$ cat src/rtl/fd_circle_fetch_pkg.sv
// Shared constants, circle offset tables and types for the FAST circle fetcher.
package fd_pkg;

    localparam int NUM_PTS = 16;
    localparam int RADIUS  = 3;
    localparam int NUM_RD  = NUM_PTS + 1;
    localparam int IDX_W   = 5;

    // Index 0 is the centre; 1..16 walk the radius-3 Bresenham circle clockwise from the top.
    localparam int signed DX [NUM_RD] = '{0,  0,  1,  2,  3, 3, 3, 2, 1, 0, -1, -2, -3, -3, -3, -2, -1};
    localparam int signed DY [NUM_RD] = '{0, -3, -3, -2, -1, 0, 1, 2, 3, 3,  3,  2,  1,  0, -1, -2, -3};

    localparam logic [IDX_W-1:0] LAST_IDX = IDX_W'(NUM_PTS);

    typedef enum logic [1:0] {IDLE, ISSUE, DRAIN, DONE} state_e;

    typedef struct packed {
        logic             valid;
        logic [IDX_W-1:0] idx;
    } tag_t;

endpackage

$ cat src/rtl/fd_circle_fetch_if.sv
// Request/response and SRAM read port bundle of the circle fetcher.
interface fd_circle_fetch_if #(
    parameter int COLUMNS = 180,
    parameter int ROWS    = 120,
    parameter int ADDR_W  = 15,
    parameter int PIX_W   = 8
);
    localparam int XW = $clog2(COLUMNS);
    localparam int YW = $clog2(ROWS);

    logic                  start;
    logic [XW-1:0]         ref_x;
    logic [YW-1:0]         ref_y;
    logic                  busy;
    logic [ADDR_W-1:0]     sram_addr;
    logic                  sram_read;
    logic [PIX_W-1:0]      sram_rdata;
    logic                  done;
    logic                  border;
    logic [PIX_W-1:0]      center_pix;
    logic [16*PIX_W-1:0]   circle_pix;

    modport master (
        output start, ref_x, ref_y, sram_rdata,
        input  busy, sram_addr, sram_read, done, border, center_pix, circle_pix
    );

    modport slave (
        input  start, ref_x, ref_y, sram_rdata,
        output busy, sram_addr, sram_read, done, border, center_pix, circle_pix
    );

endinterface

$ cat src/rtl/fd_circle_fetch_addr_gen.sv
// Combinational SRAM address of circle point idx around (ref_x, ref_y).
module fd_addr_gen
    import fd_pkg::*;
#(
    parameter int COLUMNS   = 180,
    parameter int ADDR_W    = 15,
    parameter int BASE_ADDR = 0,
    parameter int XW        = 8,
    parameter int YW        = 7
) (
    input  logic [XW-1:0]     ref_x_i,
    input  logic [YW-1:0]     ref_y_i,
    input  logic [IDX_W-1:0]  idx_i,
    output logic [ADDR_W-1:0] addr_o
);

    int dx;
    int dy;
    int lin;

    always_comb begin
        dx = 0;
        dy = 0;
        for (int unsigned k = 0; k < NUM_RD; k++) begin
            if (idx_i == IDX_W'(k)) begin
                dx = DX[k];
                dy = DY[k];
            end
        end
        // Out-of-image points are allowed to wrap; truncation gives the raw address.
        lin    = BASE_ADDR + (int'(ref_y_i) + dy) * COLUMNS + int'(ref_x_i) + dx;
        addr_o = ADDR_W'(lin);
    end

endmodule

$ cat src/rtl/fd_circle_fetch.sv
// Sequential FAST circle fetcher: 17 SRAM reads per start, packed pixel outputs.
// Optional border rejection is enabled by defining FD_BORDER_CHECK_EN.
module fd_circle_fetch
    import fd_pkg::*;
#(
    parameter int COLUMNS   = 180,
    parameter int ROWS      = 120,
    parameter int ADDR_W    = 15,
    parameter int PIX_W     = 8,
    parameter int SRAM_LAT  = 1,
    parameter int BASE_ADDR = 0
) (
    input  logic          clk,
    input  logic          rst,
    fd_circle_fetch_if.slave bus
);

    localparam int XW = $clog2(COLUMNS);
    localparam int YW = $clog2(ROWS);

    state_e              state_q;
    logic [IDX_W-1:0]    idx_q;
    logic [XW-1:0]       refx_q;
    logic [YW-1:0]       refy_q;
    logic                busy_q;
    logic                read_q;
    logic                done_q;
    logic                border_q;
    logic [ADDR_W-1:0]   addr_q;
    tag_t                tag_q [SRAM_LAT];
    logic [PIX_W-1:0]    pix_q [NUM_RD];

    logic [XW-1:0]       gen_x;
    logic [YW-1:0]       gen_y;
    logic [IDX_W-1:0]    gen_idx;
    logic [ADDR_W-1:0]   addr_d;
    logic                reject;

    // In IDLE the generator looks at the live request so read 0 can issue in the next cycle.
    always_comb begin
        gen_x   = refx_q;
        gen_y   = refy_q;
        gen_idx = idx_q + 1'b1;
        if (state_q == IDLE) begin
            gen_x   = bus.ref_x;
            gen_y   = bus.ref_y;
            gen_idx = '0;
        end
    end

    fd_addr_gen #(
        .COLUMNS   (COLUMNS),
        .ADDR_W    (ADDR_W),
        .BASE_ADDR (BASE_ADDR),
        .XW        (XW),
        .YW        (YW)
    ) u_addr_gen (
        .ref_x_i (gen_x),
        .ref_y_i (gen_y),
        .idx_i   (gen_idx),
        .addr_o  (addr_d)
    );

`ifdef FD_BORDER_CHECK_EN
    localparam logic [XW-1:0] X_LO = XW'(RADIUS);
    localparam logic [XW-1:0] X_HI = XW'(COLUMNS - 1 - RADIUS);
    localparam logic [YW-1:0] Y_LO = YW'(RADIUS);
    localparam logic [YW-1:0] Y_HI = YW'(ROWS - 1 - RADIUS);

    assign reject = (bus.ref_x < X_LO) || (bus.ref_x > X_HI) ||
                    (bus.ref_y < Y_LO) || (bus.ref_y > Y_HI);
`else
    assign reject = 1'b0;
`endif

    always_ff @(posedge clk or posedge rst) begin
        if (rst) begin
            state_q  <= IDLE;
            idx_q    <= '0;
            refx_q   <= '0;
            refy_q   <= '0;
            busy_q   <= 1'b0;
            read_q   <= 1'b0;
            done_q   <= 1'b0;
            border_q <= 1'b0;
            addr_q   <= '0;
            for (int unsigned i = 0; i < SRAM_LAT; i++) tag_q[i] <= '0;
            for (int unsigned k = 0; k < NUM_RD; k++) pix_q[k] <= '0;
        end else begin
            done_q   <= 1'b0;
            tag_q[0] <= tag_t'{valid: read_q, idx: idx_q};
            for (int unsigned i = 1; i < SRAM_LAT; i++) tag_q[i] <= tag_q[i-1];

            if (tag_q[SRAM_LAT-1].valid) begin
                for (int unsigned k = 0; k < NUM_RD; k++) begin
                    if (tag_q[SRAM_LAT-1].idx == IDX_W'(k)) pix_q[k] <= bus.sram_rdata;
                end
            end

            case (state_q)
                IDLE: begin
                    if (bus.start) begin
                        if (reject) begin
                            border_q <= 1'b1;
                            done_q   <= 1'b1;
                            state_q  <= DONE;
                        end else begin
                            border_q <= 1'b0;
                            refx_q   <= bus.ref_x;
                            refy_q   <= bus.ref_y;
                            idx_q    <= '0;
                            addr_q   <= addr_d;
                            read_q   <= 1'b1;
                            busy_q   <= 1'b1;
                            state_q  <= ISSUE;
                        end
                    end
                end
                ISSUE: begin
                    if (idx_q == LAST_IDX) begin
                        read_q  <= 1'b0;
                        state_q <= DRAIN;
                    end else begin
                        idx_q  <= idx_q + 1'b1;
                        addr_q <= addr_d;
                    end
                end
                DRAIN: begin
                    // Leave as the final read's data lands, so done follows its capture directly.
                    if (tag_q[SRAM_LAT-1].valid && tag_q[SRAM_LAT-1].idx == LAST_IDX) begin
                        busy_q  <= 1'b0;
                        done_q  <= 1'b1;
                        state_q <= DONE;
                    end
                end
                DONE: begin
                    state_q <= IDLE;
                end
                default: begin
                    state_q <= IDLE;
                end
            endcase
        end
    end

    assign bus.busy       = busy_q;
    assign bus.sram_read  = read_q;
    assign bus.sram_addr  = addr_q;
    assign bus.done       = done_q;
    assign bus.border     = border_q;
    assign bus.center_pix = pix_q[0];

    for (genvar k = 1; k <= NUM_PTS; k++) begin : g_circle
        assign bus.circle_pix[k*PIX_W-1 -: PIX_W] = pix_q[k];
    end

endmodule

$ cat src/flat_wrapper.sv
// flat-port wrapper written by rule: the top's interface ports become plain ports
module fd_circle_fetch_flat import fd_pkg::*;
#(
    parameter int COLUMNS   = 180,
    parameter int ROWS      = 120,
    parameter int ADDR_W    = 15,
    parameter int PIX_W     = 8,
    parameter int SRAM_LAT  = 1,
    parameter int BASE_ADDR = 0
)
  (clk, rst, bus_start, bus_ref_x, bus_ref_y, bus_sram_rdata, bus_busy, bus_sram_addr, bus_sram_read, bus_done, bus_border, bus_center_pix, bus_circle_pix);
  fd_circle_fetch_if #(.COLUMNS(COLUMNS), .ROWS(ROWS), .ADDR_W(ADDR_W), .PIX_W(PIX_W)) bus_i ();
  input  logic clk;
  input  logic rst;
  input wire logic [$bits(bus_i.start)-1:0] bus_start;
  input wire logic [$bits(bus_i.ref_x)-1:0] bus_ref_x;
  input wire logic [$bits(bus_i.ref_y)-1:0] bus_ref_y;
  input wire logic [$bits(bus_i.sram_rdata)-1:0] bus_sram_rdata;
  output wire logic [$bits(bus_i.busy)-1:0] bus_busy;
  output wire logic [$bits(bus_i.sram_addr)-1:0] bus_sram_addr;
  output wire logic [$bits(bus_i.sram_read)-1:0] bus_sram_read;
  output wire logic [$bits(bus_i.done)-1:0] bus_done;
  output wire logic [$bits(bus_i.border)-1:0] bus_border;
  output wire logic [$bits(bus_i.center_pix)-1:0] bus_center_pix;
  output wire logic [$bits(bus_i.circle_pix)-1:0] bus_circle_pix;
  assign bus_i.start = bus_start;
  assign bus_i.ref_x = bus_ref_x;
  assign bus_i.ref_y = bus_ref_y;
  assign bus_i.sram_rdata = bus_sram_rdata;
  assign bus_busy = bus_i.busy;
  assign bus_sram_addr = bus_i.sram_addr;
  assign bus_sram_read = bus_i.sram_read;
  assign bus_done = bus_i.done;
  assign bus_border = bus_i.border;
  assign bus_center_pix = bus_i.center_pix;
  assign bus_circle_pix = bus_i.circle_pix;
  fd_circle_fetch #(.COLUMNS(COLUMNS), .ROWS(ROWS), .ADDR_W(ADDR_W), .PIX_W(PIX_W), .SRAM_LAT(SRAM_LAT), .BASE_ADDR(BASE_ADDR)) u_core (.clk(clk), .rst(rst), .bus(bus_i));
endmodule
$ cat config.mk
export PLATFORM = sky130hd
export DESIGN_NAME = fd_circle_fetch_flat
export DESIGN_NICKNAME = d
export VERILOG_FILES = /design/src/rtl/fd_circle_fetch_pkg.sv /design/src/rtl/fd_circle_fetch_if.sv /design/src/rtl/fd_circle_fetch_addr_gen.sv /design/src/rtl/fd_circle_fetch.sv /design/src/flat_wrapper.sv
export SDC_FILE = /design/constraint.sdc
export NUM_CORES = 1
export LEC_CHECK = 0
export CELL_PAD_IN_SITES_DETAIL_PLACEMENT = 1
export CELL_PAD_IN_SITES_GLOBAL_PLACEMENT = 1
export CORE_MARGIN = 2
export CORE_UTILIZATION = 42
export DETAILED_ROUTE_END_ITERATION = 10
export GPL_ROUTABILITY_DRIVEN = 0
export PLACE_DENSITY_LB_ADDON = 0.1
export SETUP_SLACK_MARGIN = 0.4
export SLEW_MARGIN = 20
export SYNTH_ARGS = -nofsm -noshare
export SYNTH_HDL_FRONTEND = slang
export SYNTH_SLANG_ARGS = --single-unit
$ cat constraint.sdc
create_clock -name clk -period 9.3 [get_ports clk]
set_clock_uncertainty 0.1 [all_clocks]
set_input_delay 1.395 -clock clk [delete_from_list [all_inputs] [get_ports clk]]
set_output_delay 1.395 -clock clk [all_outputs]
set_load 0.02 [all_outputs]
==> run metrics <==
DRT antenna net count 0; CP max stage cell fa_1; Synth Instances 783; predominant post-synthesis flop cell dfrtp_1; RSZ-0062 raised after global routing false; width of the die 155 µm; CTS Sinks 182; number of max-cap violations 0; # hold bufs at CTS 0; Core Rows 55; number of global-route vias before repair 7207; H-tree lvl count 4; fin crit share 89.1%; commonest cells after routing, fill and taps aside 180 x dfrtp_1, 179 x clkdlybuf4s50_1, 169 x mux2_2, 60 x nand2_1, 60 x ha_1; mapped cell area 9580 µm²; Slew headroom 34.8%; worst setup margin 1.01 ns; nets 1071; Synth area leader dfrtp_1; CTS max path bufs 2; final hold slack 0.346 ns; footprint of the multi-input gates 4780 µm²; Clock Tree Root clkbuf_16; post-synth top area share 47.5%; Die ar. 24000 µm²; first-pass GRT wire length 40800 µm; DRT iter0 DRCs 351; FF+latch count, synth 182; fill count 2317; vias per cell 5.32; WHS Path Cells 0; max incr delay on CP 0.56 ns; Critical Path Sink Type register; worst r2r path cells 32; synth top area cells dfrtp_1 48%, mux2_2 20%, ha_1 8.1%; dpl cells 1222; CTS clock-pin slew for the worst setup and hold paths 0.07 ns; Startpoint Class register; f_max 121 MHz; Setup Crit Path Kind reg2reg; Antenna diodes 0; Yosys cell types 57; Remaining DRCs 0; CP bufs+invs 2; final setup fails 0; count of input and output buffers 179; Syn Area/Cell 12.2 µm²; Finished Layout Cells 1259; asr flop ratio synth 100%; Layout area overhead 28.6%; GRT overflow 0; Setup TNS Final 0 ns; drt total wl 25700 µm; HPWL Detailed 18900 µm; share of layout cells above drive strength 1 23.4%; Reg area 4560 µm²; DR pass1 iterations 4; worst slew pin tran 0.977 ns; Total GRT Usage 21.8%; Hold Violations, Final 0; initial antenna violation count 0; outcome finished clean; wire length per cell 20.4 µm; Post-synth EDFFs 0; Hold WC Path Type reg2reg; # IOs 181; Seq/Total Area, Yosys 47.5%; Via Count 6701; min Tclk post-route 8.29 ns; Worst EP arrival 8.50 ns; most frequent CP cell xnor2_1; starting density of the core 42.6%; Critical Path Fanout Max 11; commonest non-fill, non-tap cell in the layout dfrtp_1; largest net degree at the start of global routing 120; core area 22500 µm²; instance count on the critical path 32; clk_lat worst skew 0.44 ns; CTS tree built; Required @ worst endpoint 9.52 ns; Yosys warning total 0; pre-CTS WS 0.556 ns; Crit path max-delay family adder cells; Net Count, Synth 893; Max Slew Vio Count 0; Die Y-Extent 155 µm; CTS Buf Count 17
[metrics by stage]
step                      utilization (%)  area (µm²)
after global routing                 54.8       12300
after CTS                            54.3       12200
after global placement               51.7       11600
after floorplan                         -        9580
final                                54.8       12300
after detailed placement             51.7       11600
[cell usage after synthesis (2+ instances only)]
cell type	n
a21o_1	11
a21oi_1	20
a221o_1	2
a31oi_1	2
a32o_1	2
a41oi_1	2
and2_1	2
and3_1	2
buf_2	2
clkbuf_1	23
dfrtp_1	182
fa_1	22
ha_1	62
inv_1	48
mux2_2	169
nand2_1	60
nand2b_1	5
nand3_1	5
nand4_1	3
nor2_1	27
nor2b_1	10
nor3_1	8
nor3b_1	2
o211ai_1	2
o21a_1	4
o21ai_0	35
o21ai_1	2
o21bai_1	2
o22ai_1	3
or2_2	3
xnor2_1	24
xor2_1	12
[area by class of cell]
cell class                 count  area share (%)
multi-input combinational    525            38.8
sequential                   182            37.0
timing repair buffer         187            15.1
clock buffer                  18            3.48
tap                          285            2.89
inverter                      48            1.52
clock inverter                14            1.23
[kinds of logic after synthesis]
kind of cell    count (synthesis)  share of synthesized area (%)
flops                         182                           47.5
mux                           169                           19.9
simple gates                  133                           6.44
compound gates                100                           6.62
fa+ha+maj                      84                           12.7
buf+inv                        76                           3.13
xor+xnor                       38                           3.71
other cells                     1                         0.0391
[path summary, 6_finish.rpt]
| check | from | slack, ns | endpoint |
|---|---|---|---|
| max | u_core.idx_q[0] | 1.01 | u_core.bus.sram_addr[14] |
| min | u_core.bus.sram_read | 0.35 | u_core.tag_q[5] |
| max reg2reg | u_core.idx_q[0] | 1.01 | u_core.bus.sram_addr[14] |
| min reg2reg | u_core.bus.sram_read | 0.35 | u_core.tag_q[5] |
| max in group asynchronous | rst | 6.25 | u_core.idx_q[1] |
| min in group asynchronous | rst | 1.39 | u_core.bus.sram_addr[9] |
[sequential cells by signal, summed over array words and instances, names as in the netlist, 2 cells and up]
signal,cells
u_core.state_q,2
u_core.bus.sram_addr,15
u_core.idx_q,5
u_core.refy_q,7
u_core.bus.circle_pix,128
u_core.refx_q,8
u_core.tag_q,6
u_core.bus.center_pix,8
[worst register-to-register path, delay by kind of cell, from the launching register on]
kind | cells | cell delay (ns)
DFF | 1 | 0.47
xor gates and xnor gates | 9 | 1.95
buffers and inverters | 2 | 0.10
and+or+nand+nor | 5 | 1.16
AOI/OAI and AO/OA | 8 | 1.53
adders and majority gates | 8 | 2.88
[per-layer routing]
metal  part of all wire, %  GRT usage (%)
met1                    45           28.6
met2                    50           38.2
met3                   3.6           3.26
met4                   1.4           5.38
met5                     0              0
[repair_timing]
action                     4_1_cts  5_1_grt
gates resized for setup          0       12
setup endpoints to repair        0        3
setup buffers                    0        5
Power is not shown: default switching activity piles up to over one toggle a cycle in this logic, so the estimate is an artifact.
